==> src/rtl/aurora_hls_config_regs.sv <==
// Configuration/status register block for the Aurora HLS channels: read-only core
// configuration, shadowed RX FIFO thresholds with atomic commit, and sticky FIFO status.
module aurora_hls_config_regs #(
    parameter int NUM_CHANNELS       = 2,
    parameter int HAS_TKEEP          = 1,
    parameter int HAS_TLAST          = 1,
    parameter int FIFO_WIDTH         = 64,
    parameter int RX_FIFO_DEPTH      = 512,
    parameter int RX_EQ_MODE_BIN     = 0,
    parameter int INS_LOSS_NYQ       = 8,
    parameter int PROG_FULL_DEFAULT  = 384,
    parameter int PROG_EMPTY_DEFAULT = 128
) (
    input  logic                         ap_clk,
    input  logic                         ap_rst_n,
    input  logic                         req_valid,
    output logic                         req_ready,
    input  logic                         req_write,
    input  logic [5:0]                   req_addr,
    input  logic [31:0]                  req_wdata,
    output logic                         resp_valid,
    input  logic                         resp_ready,
    output logic [31:0]                  resp_rdata,
    output logic                         resp_err,
    input  logic [NUM_CHANNELS-1:0]      ovf_evt,
    input  logic [NUM_CHANNELS-1:0]      udf_evt,
    output logic [32*NUM_CHANNELS-1:0]   fifo_thresholds,
    output logic [NUM_CHANNELS-1:0]      thresholds_update
);

    localparam int CH_W = (NUM_CHANNELS > 1) ? $clog2(NUM_CHANNELS) : 1;
    localparam int DEPTH_LOG2 = $clog2(RX_FIFO_DEPTH);
    localparam logic [31:0] CONFIG_WORD = {2'b00, 8'(NUM_CHANNELS), 5'(INS_LOSS_NYQ),
                                           2'(RX_EQ_MODE_BIN), 4'(DEPTH_LOG2), 9'(FIFO_WIDTH),
                                           1'(HAS_TLAST), 1'(HAS_TKEEP)};
    localparam logic [31:0] THRESH_DEFAULT = {16'(PROG_FULL_DEFAULT), 16'(PROG_EMPTY_DEFAULT)};

    typedef enum logic {S_IDLE, S_RESP} state_t;

    state_t state, state_next;

    logic [31:0] shadow_q [NUM_CHANNELS];
    logic [31:0] active_q [NUM_CHANNELS];
    logic [7:0]  ovf_cnt_q [NUM_CHANNELS];
    logic [NUM_CHANNELS-1:0] ovf_q, udf_q, rej_q, update_q;

    logic            accept;
    logic [3:0]      ch;
    logic [1:0]      reg_sel;
    logic            ch_ok;
    logic [CH_W-1:0] ch_idx;
    logic [31:0]     sel_shadow;
    logic            shadow_ok;
    logic            wr_shadow, commit_ok, commit_rej, wr_status;
    logic [31:0]     rd_data;
    logic            rd_err;
    logic [NUM_CHANNELS-1:0] hit;

    always_ff @(posedge ap_clk or negedge ap_rst_n) begin
        if (!ap_rst_n) state <= S_IDLE;
        else           state <= state_next;
    end

    always_comb begin
        state_next = state;
        req_ready  = 1'b0;
        resp_valid = 1'b0;
        case (state)
            S_IDLE: begin
                req_ready = 1'b1;
                if (req_valid) state_next = S_RESP;
            end
            S_RESP: begin
                resp_valid = 1'b1;
                if (resp_ready) state_next = S_IDLE;
            end
            default: state_next = S_IDLE;
        endcase
    end

    assign accept     = req_valid && req_ready;
    assign ch         = req_addr[5:2];
    assign reg_sel    = req_addr[1:0];
    assign ch_ok      = ({1'b0, ch} < 5'(NUM_CHANNELS));
    assign ch_idx     = ch[CH_W-1:0];
    assign sel_shadow = shadow_q[ch_idx];
    assign shadow_ok  = (sel_shadow[15:0] < sel_shadow[31:16]) &&
                        ({16'b0, sel_shadow[31:16]} < 32'(RX_FIFO_DEPTH));

    // Request decode; side-effect strobes are qualified per channel through hit[].
    always_comb begin
        rd_data    = 32'b0;
        rd_err     = 1'b0;
        wr_shadow  = 1'b0;
        commit_ok  = 1'b0;
        commit_rej = 1'b0;
        wr_status  = 1'b0;
        if (!ch_ok) begin
            rd_err = 1'b1;
        end else if (!req_write) begin
            case (reg_sel)
                2'd0:    rd_data = CONFIG_WORD;
                2'd1:    rd_data = shadow_q[ch_idx];
                2'd2:    rd_data = active_q[ch_idx];
                default: rd_data = {16'b0, ovf_cnt_q[ch_idx], 5'b0,
                                    rej_q[ch_idx], udf_q[ch_idx], ovf_q[ch_idx]};
            endcase
        end else begin
            case (reg_sel)
                2'd1: wr_shadow = 1'b1;
                2'd2: begin
                    commit_ok  = req_wdata[0] && shadow_ok;
                    commit_rej = req_wdata[0] && !shadow_ok;
                    rd_err     = commit_rej;
                end
                2'd3:    wr_status = 1'b1;
                default: ;
            endcase
        end
        for (int c = 0; c < NUM_CHANNELS; c++)
            hit[c] = accept && ch_ok && (ch_idx == CH_W'(c));
    end

    always_ff @(posedge ap_clk or negedge ap_rst_n) begin
        if (!ap_rst_n) begin
            resp_rdata <= 32'b0;
            resp_err   <= 1'b0;
        end else if (accept) begin
            resp_rdata <= rd_data;
            resp_err   <= rd_err;
        end
    end

    // Per-channel state; FIFO events are folded in every cycle and win over W1C.
    always_ff @(posedge ap_clk or negedge ap_rst_n) begin
        if (!ap_rst_n) begin
            for (int c = 0; c < NUM_CHANNELS; c++) begin
                shadow_q[c]  <= THRESH_DEFAULT;
                active_q[c]  <= THRESH_DEFAULT;
                ovf_cnt_q[c] <= 8'd0;
            end
            ovf_q    <= '0;
            udf_q    <= '0;
            rej_q    <= '0;
            update_q <= '0;
        end else begin
            for (int c = 0; c < NUM_CHANNELS; c++) begin
                if (hit[c] && wr_shadow) shadow_q[c] <= req_wdata;
                if (hit[c] && commit_ok) active_q[c] <= shadow_q[c];
                update_q[c] <= hit[c] && commit_ok;
                ovf_q[c] <= ovf_evt[c] || (ovf_q[c] && !(hit[c] && wr_status && req_wdata[0]));
                udf_q[c] <= udf_evt[c] || (udf_q[c] && !(hit[c] && wr_status && req_wdata[1]));
                rej_q[c] <= (hit[c] && commit_rej) ||
                            (rej_q[c] && !(hit[c] && wr_status && req_wdata[2]));
                if (hit[c] && wr_status && req_wdata[31])
                    ovf_cnt_q[c] <= ovf_evt[c] ? 8'd1 : 8'd0;
                else if (ovf_evt[c] && ovf_cnt_q[c] != 8'hFF)
                    ovf_cnt_q[c] <= ovf_cnt_q[c] + 8'd1;
            end
        end
    end

    always_comb begin
        fifo_thresholds = '0;
        for (int c = 0; c < NUM_CHANNELS; c++)
            fifo_thresholds[c*32 +: 32] = active_q[c];
    end

    assign thresholds_update = update_q;

endmodule

==> config.mk <==
export PLATFORM = sky130hd
export DESIGN_NAME = aurora_hls_config_regs
export DESIGN_NICKNAME = d
export VERILOG_FILES = /design/src/rtl/aurora_hls_config_regs.sv
export SDC_FILE = /design/constraint.sdc
export NUM_CORES = 1
export LEC_CHECK = 0
export CORE_MARGIN = 5
export CORE_UTILIZATION = 45
export CTS_BUF_LIST = sky130_fd_sc_hd__clkbuf_16
export CTS_CLUSTER_DIAMETER = 100
export DETAILED_ROUTE_END_ITERATION = 8
export GPL_TIMING_DRIVEN = 0
export PLACE_DENSITY_LB_ADDON = 0.08
export REMOVE_ABC_BUFFERS = 1
export SYNTH_ARGS = -nofsm -noshare
export SYNTH_HDL_FRONTEND = slang
export SYNTH_SLANG_ARGS = --single-unit
==> constraint.sdc <==
create_clock -name ap_clk -period 5.47 [get_ports ap_clk]
set_input_delay 1.3675 -clock ap_clk [delete_from_list [all_inputs] [get_ports ap_clk]]
set_output_delay 1.3675 -clock ap_clk [all_outputs]
set_load 0.01 [all_outputs]
---- Word level (Yosys, flattened, before mapping) ----
Index checks and enable logic that the tools add are counted.
storage, ports and cells
  logic and storage cells ................. 117
  input bits .............................. 47
  register bits after elaboration ......... 186
  output and inout bits ................... 101
operators by class
  reduce and logical (&&, ||, !) cells .... 47
  add/sub/neg operators ................... 2
  magnitude comparators ................... 5
  bitwise gates (word level) .............. 3
  multiplexer cells ....................... 42
  equal/unequal tests ..................... 5
operators with widths
  operator                                                                         number
  32-bit 2-to-1 mux                                                                8
  32-bit case mux with 3 select lines                                              1
  8-bit 2-to-1 mux                                                                 7
  1-bit logical AND                                                                31
  1-bit 2-to-1 mux                                                                 25
  8-bit by 1-bit adder with 8-bit output (second input constant)                   2
  16-bit by 10-bit less-than comparator with 1-bit output (second input constant)  1
  16-bit less-than comparator                                                      1
  8-bit inequality test (second input constant)                                    2
  1-bit zero test                                                                  7
  1-bit logical OR                                                                 6
  2-bit == test (second input constant)                                            2
  4-bit by 2-bit less-than comparator with 1-bit output (second input constant)    1
  2-bit nonzero test                                                               2
  2-bit by 1-bit == test with 1-bit output (second input constant)                 1
  2-bit greater-or-equal comparator (second input constant)                        1
  2-bit zero test                                                                  1
  1-bit by 2-bit less-than comparator with 1-bit output (second input constant)    1
  1-bit inverter                                                                   2
  1-bit inverter with 2-bit output                                                 1
  1-bit case mux with 2 select lines                                               1

---- Logic depth before layout (Yosys ltp) ----
Gate-level depths: netlist of the first run.
  depth after elaboration ................. 13
  mapped depth ............................ 13
  gate-level depth less buffers ........... 8

---- Worst setup path after synthesis of the first run ----
No wires, ideal clock.
  path type ............................... input -> register
  from .................................... in req_addr[2]
  to ...................................... reg active_q (netlist bit fifo_thresholds[0])
  buffers on the path ..................... 5
  library setup time ...................... 0.125 ns
  stages .................................. 13
  slack ................................... 1.315 ns
  required time ........................... 5.345 ns
  data arrival time ....................... 4.029 ns
  path through ............................ buf_4 -> buf_2 -> buf_2 -> mux2_2 -> ha_1 -> o21ai_1 -> a211o_1 -> a31oi_1 -> o211ai_1 -> and4_1 -> buf_6 -> buf_12 -> mux2_4
on the way
  cells in the longest elaborated chain, start to end .. 11
  elaborated cells on any way between the ends .. 16
  classes of those cells .................. order compare: 3; mux: 6; bitwise: 2; reduce/logical: 5
ends and longest elaborated chain
  what                                                                                                    RTL line  source
  start, declared                                                                                         19        input logic [5:0] req_addr,
  1-bit inverter with 2-bit output (not written as such)                                                  86        assign sel_shadow = shadow_q[ch_idx];
  32-bit 2-to-1 mux (not written as such) (3 in a row)                                                    86
  16-bit less-than comparator or 16-bit by 10-bit less-than comparator with 1-bit output (tied branches)  87, 88
  1-bit logical AND                                                                                       87        assign shadow_ok = (sel_shadow[15:0] < sel_shadow[31:16]) &&
  1-bit logical AND                                                                                       112       commit_ok = req_wdata[0] && shadow_ok;
  1-bit 2-to-1 mux                                                                                        109       case (reg_sel)
  1-bit 2-to-1 mux                                                                                        100       end else if (!req_write) begin
  1-bit 2-to-1 mux                                                                                        98        if (!ch_ok) begin
  1-bit logical AND *                                                                                     149       if (hit[c] && commit_ok) active_q[c] <= shadow_q[c];
  end signal, assigned by index                                                                           149
  end, declared                                                                                           43        logic [31:0] active_q [NUM_CHANNELS];
Mark *: on every way between the ends. The rest lies on a longest branch, timed or not. The select of a mux whose other input is x is not followed.
A chain may end at the register's enable or synchronous reset.

---- Worst setup path after layout of the first run ----
  from .................................... in req_addr[2]
  to ...................................... reg active_q (netlist bit fifo_thresholds[19])
Same word-level chain as after synthesis.

==> out/qor.yml, run 1 <==
outcome:
  run_status: "completed"
power_and_ir_drop:
  peakVddDrop_uv: 229
  total_power_mw: 3.12
  p_per_area_nw_per_um2: 281
  leakage_nw: 4.99
synth:
  synth_top_area_cell: "dfrtp_1"
  synthArstFlopShare: 1.00
  synth_seq_area_share: 0.528
  synth_edf_count: 0
  syn-mean-instance-area_um2: 13.4
  synth_xor_area_frac: 0.0129
  synth_compound_area_frac: 0.0693
  ys_warn_count: 0
  ys_types: 50
  synthSimpleGateAreaFrac: 0.0718
  syn_area_um2: 8850
  synth_top_area_share: 0.492
  synth_seq_cells: 186
  synth_top_family_by_area: "multiplexers"
  synthTopCellsByArea: "dfrtp_1 49%, mux2_2 11%, mux2_4 7.8%"
  synth_fa_ha_area_frac: 0.0240
  synth_flop_cell: "dfrtp_1"
  synthMuxAreaShare: 0.257
  syn_inst: 658
sta:
  fmax_mhz: 214
  rsz0062_at_grt: "false"
  period_share: 0.853
  setup_viol_count_final: 0
  tightest_slew_ns: 1.23
  timing.hold.ws_ns: 0.477
  slew_headroom: 0.181
  final_hold_viol_count: 0
  period_needed_ns: 4.67
  drv_slew: 0
  skew_ns: 0.0105
critical_path:
  cp_data_arrival_time_ns: 4.98
  start_kind: "primary input"
  worstSetupPathType: "in2reg"
  worstPathMaxFanout: 42
  cp-end-kind: "flip-flop"
  required_ns: 5.78
clocking:
  htree_levels: 4
  cts.sinks: 186
  cts_max_path_buffers: 2
  post_cts_buffers: 0
  clkLatencyLatePin_ns: 0.43
  cts_tree: "built"
  clkTransAtPathRegs_ns: 0.06
  postCtsResizedCells: 0
  cts_root_buffer: "clkbuf_16"
  cts_made_buffers: 17
  hold_buffers: 0
drt:
  drtPass1Iterations: 4
  via_count: 5909
  drcViolationCount: 0
  routed_wl_um: 23000
  drtIter0Drc: 302
  viasPerCell: 5.52
  detail-route-antenna-nets: 0
  avgRoutedWirePerCell_um: 21.5
grt:
  track_usage: 0.211
  grt_max_degree: 125
  grt_overflow: 0
  grt_pass1_vias: 6355
  antenna_found_initial: 0
  grt_pass1_wl_um: 36100
floorplan:
  die_area_um2: 22600
  die-height_um: 150
  num_io_pins: 148
  rows: 51
  initial_utilization: 0.456
  die_w_um: 150
  core-area_um2: 19400
layout:
  final_nets: 856
  nFillCells: 1616
  layout-drive-gt1-share: 0.248
  diodes: 0
  syn_to_final_growth_pct: 25.2
placed_design:
  dp_hpwl_um: 16000
  gp_congestion: 0.796
  port_buffers: 147
min_path:
  hold_path.class: "reg2reg"
run:
  drv_cap: 0
[per-layer routing]
metal / global-route usage / routed length [um] / vias to the layer above / part of all wire
met5: 0 / 0 / - / 0
met4: 0.0654 / 415 / 0 / 0.018
met3: 0.0325 / 1030 / 32 / 0.045
met2: 0.360 / 11500 / 139 / 0.50
met1: 0.277 / 10000 / 3072 / 0.44
li1: - / - / 2666 / -
[path summary, 6_finish.rpt]
check / startpoint / endpoint / slack [ns] / cells past startpoint
hold / removal: resp_rdata[6] / resp_rdata[6] / 0.48 / 2
hold reg to reg: resp_rdata[6] / resp_rdata[6] / 0.48 / 2
setup reg to reg: shadow_q[19] / fifo_thresholds[19] / 2.27 / 8
setup / recovery: req_addr[2] / fifo_thresholds[19] / 0.80 / 10
min in group asynchronous: ap_rst_n / resp_rdata[19] / 0.86 / 1
max in group asynchronous: ap_rst_n / shadow_q[14] / 3.63 / 2
[kinds of logic after synthesis]
logic type	after synthesis
flip-flops	186
adder cells (fa/ha/maj)	17
XOR/XNOR	13
buffers and inverters	44
AO/OA/AOI/OAI	95
multiplexers	180
AND/OR/NAND/NOR	123
[cells in the mapped netlist (12+ instances only)]
cell      number
clkbuf_1      12
a21oi_1       16
nand2_1       36
mux2i_1       39
mux2_2        83
ha_1          17
o21ai_0       23
dfstp_2       12
a22o_1        16
o22ai_1       18
dfrtp_1      174
nor2b_1       15
nor2_1        30
mux2_4        46
[area by class of cell]
cell class	instances	area (um2)	area share
Clock buffer	17	425	0.0384
Clock inverter	15	135	0.0122
Inverter	6	22.5	0.00203
Multi-Input combinational cell	428	3860	0.349
Sequential cell	186	4670	0.422
Tap cell	265	332	0.0299
Timing Repair Buffer	153	1630	0.147
[state kept, by name (all words and copies together) (netlist names)]
register and count:
fifo_thresholds 64, shadow_q 64, resp_rdata 32, ovf_cnt_q 16, ovf_q 2, rej_q 2
thresholds_update 2, udf_q 2, resp_err 1, state 1
[critical path, stage by stage]
cell	delay [ns]
buf_4	0.46
buf_16	0.33
mux2_2	0.42
ha_1	0.30
a211oi_1	0.27
a31oi_1	0.14
o211ai_1	0.27
and4_2	0.83
buf_16	0.25
mux2_4	0.31
[metrics by stage]
stage	cells	util	worst slack, ns	setup TNS [ns]	area [um2]
final	1070	0.571	0.803	0	11100
after global routing	1070	0.571	0.619	0	11100
after global placement	1032	0.533	-4.43	-1271.54	10300
after detailed placement	1038	0.542	0.357	0	10500
after CTS	1070	0.571	0.790	0	11100
after floorplan	620	-	1.27	0	8540
[cells in the final DEF, fill, tap and decap left out, types with 5 or more instances in the layout]
master / count
mux2_2: 83
nor2_1: 29
o21ai_0: 23
mux2_4: 46
dfrtp_1: 174
nand2_1: 36
nor2b_1: 15
clkdlybuf4s50_1: 145
clkinv_2: 6
a22o_1: 16
a22oi_1: 7
xor2_1: 6
buf_16: 5
inv_1: 7
ha_1: 17
o22ai_1: 18
nand3_1: 8
a21oi_1: 16
xnor2_1: 7
mux2i_1: 39
nor3_1: 5
mux4_2: 11
dfstp_2: 12
clkbuf_16: 17
[power breakdown]
| part | leakage [nW] | internal (mW) | switching [mW] |
|---|---|---|---|
| sequential | 2.49 | 1.46 | 0.0923 |
| clock | 0.283 | 0.666 | 0.522 |
| combinational | 2.21 | 0.186 | 0.196 |
Note: power is estimated with default switching activity, not from simulation.
==> inputs of run 2 (changes only) <==
CAP_MARGIN = 25   (was unset)
HOLD_SLACK_MARGIN = 0.06   (was unset)
==> run 2 against run 1 <==
  * Critical path depth unchanged
  * Register-to-register slack better by 0.02 ns
  * Sequential share of layout area down 0.57 points
  * Largest power group unchanged
  * First-iteration DRC count down 11%
  * Highest routed layer unchanged
  * Global-route usage about the same
  * Clock power up 13%
==> out/qor.yml, run 2 (synthesized netlist as in run 1, its figures left out) <==
clocking:
  hold_buffers: 0  # unchanged
  htree_levels: 4  # unchanged
  clkLatencyLatePin_ns: 0.43  # about the same
  cts_made_buffers: 17  # unchanged
  cts_root_buffer: "clkbuf_16"  # unchanged
  post_cts_buffers: 0  # unchanged
  cts.sinks: 186  # unchanged
  postCtsResizedCells: 0  # unchanged
  cts_max_path_buffers: 2  # unchanged
  cts_tree: "built"  # unchanged
  clkTransAtPathRegs_ns: 0.07  # was 0.06 ns
sta:
  final_hold_viol_count: 0  # unchanged
  fmax_mhz: 216  # was 214 MHz
  skew_ns: 0.0122  # was 0.0105 ns
  tightest_slew_ns: 1.00  # was 1.23 ns
  drv_slew: 0  # unchanged
  period_share: 0.846  # was 0.853
  setup_tns_ns: 0  # unchanged
  rsz0062_at_grt: "false"  # unchanged
  setup_ws_ns: 0.841  # was 0.803 ns
  period_needed_ns: 4.63  # was 4.67 ns
  slew_headroom: 0.330  # was 0.181
  setup_viol_count_final: 0  # unchanged
layout:
  nFillCells: 1639  # was 1616
  layout_common_cells: "174 x dfrtp_1, 145 x clkdlybuf4s50_1, 83 x mux2_2"  # unchanged
  layout-drive-gt1-share: 0.254  # was 0.248
  multiInputGateArea_um2: 3860  # unchanged
  syn_to_final_growth_pct: 26.9  # was 25.2%
  diodes: 0  # unchanged
  regArea_um2: 4670  # unchanged
  fin_util: 0.579  # was 0.571
  final_common_cell: "dfrtp_1"  # unchanged
  final_nets: 859  # was 856
grt:
  antenna_found_initial: 0  # unchanged
  grt_overflow: 0  # unchanged
  track_usage: 0.210  # was 0.211
  grt_pass1_wl_um: 36000  # was 36100 um
  grt_pass1_vias: 6381  # was 6355
  grt_max_degree: 125  # unchanged
placed_design:
  port_buffers: 147  # unchanged
  post-place-ws_ns: 0.366  # was 0.357 ns
  dp_hpwl_um: 16000  # about the same
  gp_congestion: 0.796  # unchanged
drt:
  met1Wirelength_um: 10000  # about the same
  detail-route-antenna-nets: 0  # unchanged
  via_count: 5940  # was 5909
  avgRoutedWirePerCell_um: 21.4  # was 21.5 um
  met3_wirelength_um: 937  # was 1030 um
  drtPass1Iterations: 4  # unchanged
  drtIter0Drc: 270  # was 302
  wl_met2_um: 11800  # was 11500 um
  viasPerCell: 5.54  # was 5.52
  routed_wl_um: 23000  # about the same
  drcViolationCount: 0  # unchanged
  top_layer: "met4"  # unchanged
critical_path:
  critPathTopFamily: "buffers and inverters"  # unchanged
  crit_slowest_cell: "and4_2"  # unchanged
  required_ns: 5.78  # about the same
  rrSetupSlack_ns: 2.29  # was 2.27 ns
  start_kind: "primary input"  # unchanged
  crit_chain: "buf_4 > buf_16 > mux2_2 > ha_1 > a211oi_1 > a31oi_1 > o211ai_1 > and4_2 > buf_16 > mux2_4"  # unchanged
  worstSetupPathType: "in2reg"  # unchanged
  cp_data_arrival_time_ns: 4.94  # was 4.98 ns
  cp.buffers_inverters: 3  # unchanged
  cp-end-kind: "flip-flop"  # unchanged
  cpMostUsedCell: "buf_16"  # unchanged
  critical_path.max_stage_delay_ns: 0.83  # about the same
  worstPathMaxFanout: 42  # unchanged
power_and_ir_drop:
  p_per_area_nw_per_um2: 292  # was 281 nW/um2
  peakVddDrop_uv: 234  # was 229 uV
  leakage_nw: 5.05  # was 4.99 nW
outcome:
  run_status: "completed"  # unchanged
run:
  drv_cap: 0  # unchanged
floorplan:
  num_io_pins: 148  # unchanged
  die_area_um2: 22600  # unchanged
  die-height_um: 150  # unchanged
  rows: 51  # unchanged
  initial_utilization: 0.456  # unchanged
  die_w_um: 150  # unchanged
  core-area_um2: 19400  # unchanged
min_path:
  hold_path.class: "reg2reg"  # unchanged
-- run 2: where the power goes --
| part | switching [mW] | total (mW) | internal [mW] |
|---|---|---|---|
| Combinational | 0.196 | 0.386 | 0.190 |
| Sequential | 0.0907 | 1.55 | 1.46 |
| Clock | 0.539 | 1.35 | 0.813 |
| Total | 0.825 | 3.28 | 2.46 |
-- run 2: through the flow --
stage / instances / hold WS [ns] / cell area [um2] / total power [mW]
2_1_floorplan: 620 / 0.444 / 8540 / 1.76
3_3_place_gp: 1032 / 0.452 / 10300 / 1.94
3_5_place_dp: 1039 / 0.462 / 10500 / 1.96
4_1_cts: 1071 / 0.477 / 11200 / 3.31
5_1_grt: 1073 / 0.494 / 11200 / 3.43
6_report: 1073 / 0.475 / 11200 / 3.28
-- run 2: per-layer routing --
metal  track usage  vias up
li1              -     2670
met3        0.0391       23
met1         0.271     3091
met2         0.362      156
met4        0.0622        0
met5             0        -
-- run 2: layout make-up --
| cell class | instances | area share |
|---|---|---|
| well taps | 265 | 0.0295 |
| clock buffers | 17 | 0.0379 |
| clock inverters | 15 | 0.0197 |
| repair buffers | 156 | 0.151 |
| inverters | 6 | 0.00201 |
| flip-flops and latches | 186 | 0.416 |
| multi-input cells | 428 | 0.344 |
-- run 2: worst paths after layout --
check,startpoint,endpoint,depth (start not counted)
hold reg to reg,udf_q[1],udf_q[1],1
min in group asynchronous,ap_rst_n,resp_rdata[19],1
max in group asynchronous,ap_rst_n,ovf_cnt_q[1],2
hold / removal,udf_q[1],udf_q[1],1
setup reg to reg,shadow_q[35],fifo_thresholds[19],8
setup / recovery,req_addr[2],fifo_thresholds[19],10
-- run 2: worst register-to-register path: stages, from the launching register on --
cell,delay [ns]
dfrtp_1,0.39
mux2_2,0.31
ha_1,0.30
a211oi_1,0.27
a31oi_1,0.14
o211ai_1,0.25
and4_2,0.83
buf_16,0.25
mux2_4,0.33
